==> src/rtl/lookup_arbiter.sv <==
// lookup_arbiter: round-robin sharing of the single routing-table port among
// PORTS input channels. A winner's destination is driven on table_addr, and the
// table result is registered and returned over a 4-phase req/ack handshake.
module lookup_arbiter #(
    parameter int PORTS     = 5,
    parameter int PORT_BITS = 8,
    parameter int DEST_BITS = 7
) (
    input  logic                       clk,
    input  logic                       reset,
    input  logic [PORTS-1:0]           req,
    input  logic [PORTS*DEST_BITS-1:0] dest,
    output logic [PORTS-1:0]           ack,
    output logic [PORT_BITS-1:0]       result,
    output logic                       busy,
    output logic [DEST_BITS-1:0]       table_addr,
    input  logic [PORT_BITS-1:0]       table_data
);

    localparam int IDX_W = (PORTS > 1) ? $clog2(PORTS) : 1;

    typedef enum logic [1:0] {
        IDLE   = 2'd0,
        LOOKUP = 2'd1,
        HOLD   = 2'd2
    } state_t;

    state_t               state_q, state_d;
    logic [IDX_W-1:0]     grant_q, grant_d;
    logic [IDX_W-1:0]     rr_ptr_q, rr_ptr_d;
    logic [DEST_BITS-1:0] addr_d;
    logic [PORTS-1:0]     ack_d;
    logic [PORT_BITS-1:0] result_d;

    logic [DEST_BITS-1:0] dest_arr [PORTS];
    logic [IDX_W:0]       cand;
    logic [IDX_W-1:0]     pick_idx;
    logic                 pick_valid;

    // Unpack the flat destination bus so inputs can be indexed directly.
    always_comb begin
        for (int i = 0; i < PORTS; i++) begin
            dest_arr[i] = dest[i*DEST_BITS +: DEST_BITS];
        end
    end

    // Round-robin search: first requester after rr_ptr, wrapping modulo PORTS.
    always_comb begin
        // NOTE: every combinational output gets a default before any branch so
        // no path leaves it unassigned, which would otherwise infer a latch.
        pick_valid = 1'b0;
        pick_idx   = '0;
        cand       = '0;
        for (int k = 1; k <= PORTS; k++) begin
            cand = {1'b0, rr_ptr_q} + (IDX_W+1)'(k);
            if (cand >= (IDX_W+1)'(PORTS)) begin
                cand = cand - (IDX_W+1)'(PORTS);
            end
            if (!pick_valid && req[cand[IDX_W-1:0]]) begin
                pick_valid = 1'b1;
                pick_idx   = cand[IDX_W-1:0];
            end
        end
    end

    // Next-state and next-output logic; registers hold unless a state acts.
    always_comb begin
        state_d  = state_q;
        grant_d  = grant_q;
        rr_ptr_d = rr_ptr_q;
        addr_d   = table_addr;
        ack_d    = ack;
        result_d = result;
        case (state_q)
            IDLE: begin
                if (pick_valid) begin
                    grant_d  = pick_idx;
                    rr_ptr_d = pick_idx;
                    addr_d   = dest_arr[pick_idx];
                    state_d  = LOOKUP;
                end
            end
            LOOKUP: begin
                // A requester that withdrew during the lookup gets no ack.
                if (req[grant_q]) begin
                    result_d        = table_data;
                    ack_d           = '0;
                    ack_d[grant_q]  = 1'b1;
                    state_d         = HOLD;
                end else begin
                    state_d = IDLE;
                end
            end
            HOLD: begin
                if (!req[grant_q]) begin
                    ack_d   = '0;
                    state_d = IDLE;
                end
            end
            default: begin
                ack_d   = '0;
                state_d = IDLE;
            end
        endcase
    end

    // State and output registers; reset makes input 0 the first winner.
    always_ff @(posedge clk or posedge reset) begin
        if (reset) begin
            state_q    <= IDLE;
            grant_q    <= '0;
            rr_ptr_q   <= IDX_W'(PORTS - 1);
            table_addr <= '0;
            ack        <= '0;
            result     <= '0;
        end else begin
            // NOTE: non-blocking assignments so every register samples the
            // pre-edge values, independent of statement order.
            state_q    <= state_d;
            grant_q    <= grant_d;
            rr_ptr_q   <= rr_ptr_d;
            table_addr <= addr_d;
            ack        <= ack_d;
            result     <= result_d;
        end
    end

    // busy is decoded straight from the state register.
    assign busy = (state_q != IDLE);

endmodule

==> config.mk <==
export PLATFORM = sky130hd
export DESIGN_NAME = lookup_arbiter
export DESIGN_NICKNAME = d
export VERILOG_FILES = /design/src/rtl/lookup_arbiter.sv
export SDC_FILE = /design/constraint.sdc
export NUM_CORES = 1
export LEC_CHECK = 0
export ABC_AREA = 1
export CAP_MARGIN = 10
export CORE_MARGIN = 10
export CORE_UTILIZATION = 49
export CTS_CLUSTER_DIAMETER = 200
export DETAILED_ROUTE_END_ITERATION = 8
export GPL_ROUTABILITY_DRIVEN = 0
export PLACE_DENSITY = 0.82
export SLEW_MARGIN = 20
export SYNTH_ARGS = -nofsm -noshare
export SYNTH_HDL_FRONTEND = slang
export SYNTH_SLANG_ARGS = --single-unit
==> constraint.sdc <==
create_clock -name clk -period 3.82 [get_ports clk]
set_input_delay 1.146 -clock clk [delete_from_list [all_inputs] [get_ports clk]]
set_output_delay 1.146 -clock clk [all_outputs]
set_load 0.05 [all_outputs]
==> run metrics <==
sequential fraction of the synthesis area=0.257; initial antenna violation count=0; FF+latch count, synth=26; share of post-route cells with drive strength above 1=0.0972; Syn-to-layout area delta=31.6%; Nets=roughly 520; Clock Sinks=26; # diodes=0; DIE WIDTH=between 90 and 100 microns; status=complete, no violations; Vias=approximately 2,700; Top Ports=71; Yosys cell types=35; Finished Cell Area=between 3000 and 4000 sq um; post-synth net total=about 460; Setup-failing EPs final=0; Synth Cell Area=between 2000 and 3000 sq um; number of global-route vias before repair=~2,600; CTS tree=yes; die outline height=a little over 90 microns; vias per cell=5.11; DRC violation count after routing=0; 1st-iter DRT viols=between 200 and 300; RSZ-0062 raised after global routing=false; port bufs=70; Routed WL per cell=13.5 microns; register area=between 600 and 700 sq um; Max FO, Critical Path=20; reg2reg end=table_addr[1]; min-delay src=result[1]; worst hold slack=496 ps; Final HPWL DP=around 5800 microns; Multi-input gate area=between 1500 and 2000 sq um; CP Capture Type=register; Max-Cap Viols=0; Worst-Margin Slew=about 960 ps; Hold Path Depth=2; fin crit share=0.913; Core Region=roughly 5100 sq um; Clock transition at path regs=about 100 ps; synthesized netlist cell count=397; Fin Setup TNS=0 ps; R2R depth=16; CP startpoint kind=register; ANT nets after route=0; CTS buffer count=3; Final Hold Fails=0; Max-slew headroom=0.363; R2R Setup Slk=approximately 330 ps; TritonRoute pass-1 iters=4; clk_lat worst skew=270 ps; worst min path class=register to register; Final Slew Violations=0; H-tree levels=1; GRT Total Usage=0.165; Initial Util=0.501; final WL=7190 microns; Setup Buffers After CTS=0; largest net degree at the start of global routing=27; Fillers=around 460; Achievable Freq=0.287 GHz; gr ovfl total=0; WHS Endpoint=result[1]; Place WS=approximately 340 ps; fin crit period=3490 ps; die area=8470 sq um; clock root buffer master=clkbuf_8; Final Skew=around 6.0 ps; Mapped Avg Cell Area=between 6 and 7 sq um; Worst EP arrival=about 3700 ps; CP required=3990 ps; CP Class=register to register; worst setup margin=between 300 and 400 ps; Site Rows=26; Max clock buf depth=2; CTS-repair resized insts=0; Critical R2R Launch=grant_q[1]; first-pass GRT wire length=between 10,000 and 15,000 microns; # hold bufs at CTS=0; synth warn=0; Placed Area=between 3000 and 4000 sq um
## metal layers
metal  GRT usage  part of all wire  vias up
li1            -                 -     1400
met1       0.205              0.43     1213
met2       0.272              0.47      106
met3      0.0619             0.091        4
met4      0.0219            0.0038        0
met5           0                 0        -
## cell families (layout without fill, tap and decap cells)
logic type / after synthesis / after routing / share of synthesized area
flops: 26 / 26 / 0.257
fa+ha+maj: 10 / 10 / 0.0522
compound gates: 38 / 38 / 0.0901
buf+inv: 83 / 149 / 0.136
simple gates: 240 / 240 / 0.465
## worst max-delay path by stage
stage | from | endpoint | slack (ps) | cells after the start
after floorplan | grant_q[0] | table_addr[0] | 970 | 22
after global placement | req[0] | table_addr[4] | 370 | 16
after detailed placement | req[0] | table_addr[4] | 340 | 16
after CTS | grant_q[1] | table_addr[3] | 420 | 20
after global routing | grant_q[1] | table_addr[6] | 20 | 20
final | grant_q[1] | table_addr[1] | 330 | 16
## critical path: stages, from the launching register on
cell and delay, ps:
dfrtp_1 630, inv_1 270, ha_1 450, inv_2 160
nand2_1 70, nand2_1 160, nand2_1 70, o21ai_1 170
inv_1 120, o31ai_1 370, nand2_1 100, nand2_1 80
nand2_1 70, inv_1 420, nand2_1 110, inv_1 70
a21oi_1 60
## synthesized netlist by cell type
cell type / n / area [sq um]
nand3_4: 4 / 70.1
nand2_4: 1 / 11.3
or2_1: 1 / 6.26
nor3_1: 6 / 30.0
o21ai_0: 9 / 45.0
nor2_2: 3 / 18.8
nor2_1: 14 / 52.6
nand4_1: 22 / 138
a221oi_1: 1 / 8.76
nand2_2: 12 / 75.1
nand3_1: 39 / 195
o21ai_1: 6 / 30.0
o221ai_1: 1 / 8.76
inv_1: 65 / 244
nand4_2: 2 / 25.0
a21oi_1: 8 / 40.0
buf_2: 3 / 15.0
ha_1: 9 / 113
o21a_1: 1 / 7.51
o22ai_1: 3 / 18.8
inv_2: 8 / 30.0
buf_4: 2 / 15.0
fa_1: 1 / 20.0
a21boi_1: 1 / 7.51
nor2_4: 1 / 11.3
buf_6: 3 / 33.8
nand2_1: 130 / 488
dfrtp_1: 25 / 626
nand4_4: 1 / 21.3
o211ai_1: 5 / 37.5
o21ai_2: 2 / 17.5
dfstp_2: 1 / 26.3
o31ai_1: 1 / 7.51
clkbuf_1: 2 / 7.51
nand3_2: 4 / 40.0
## layout by cell type, fill, tap and decap left out, types with 4 or more instances in the layout
| master | n |
|---|---|
| nand3_1 | 39 |
| nand2_2 | 12 |
| dfrtp_1 | 25 |
| ha_1 | 9 |
| a21oi_1 | 8 |
| nand3_2 | 4 |
| o21ai_0 | 9 |
| nand2_1 | 130 |
| nor2_1 | 14 |
| nand3_4 | 4 |
| nand4_1 | 22 |
| inv_1 | 65 |
| clkdlybuf4s50_1 | 70 |
| o21ai_1 | 6 |
| nor3_1 | 6 |
| inv_2 | 8 |
| o211ai_1 | 5 |
## layout make-up
type / count / area share
multi-input combinational: 288 / 0.462
timing repair buffer: 72 / 0.214
sequential: 26 / 0.195
inverter: 73 / 0.0819
tap: 70 / 0.0262
clock buffer: 3 / 0.0123
clock inverter: 1 / 0.00898
## sequential cells by signal (all words and copies together), names as in the netlist
name        cells
grant_q         3
result          8
rr_ptr_q        1
ack             5
state_q         2
table_addr      7
## through the flow
step / cells / utilization
floorplan: 397 / -
global placement: 529 / 0.645
detailed placement: 529 / 0.645
CTS: 533 / 0.659
global route: 533 / 0.659
finish: 533 / 0.659
Power is left out: the tool's default activity adds up to more than one toggle a clock period on the data nets, which glitch-free logic cannot reach.
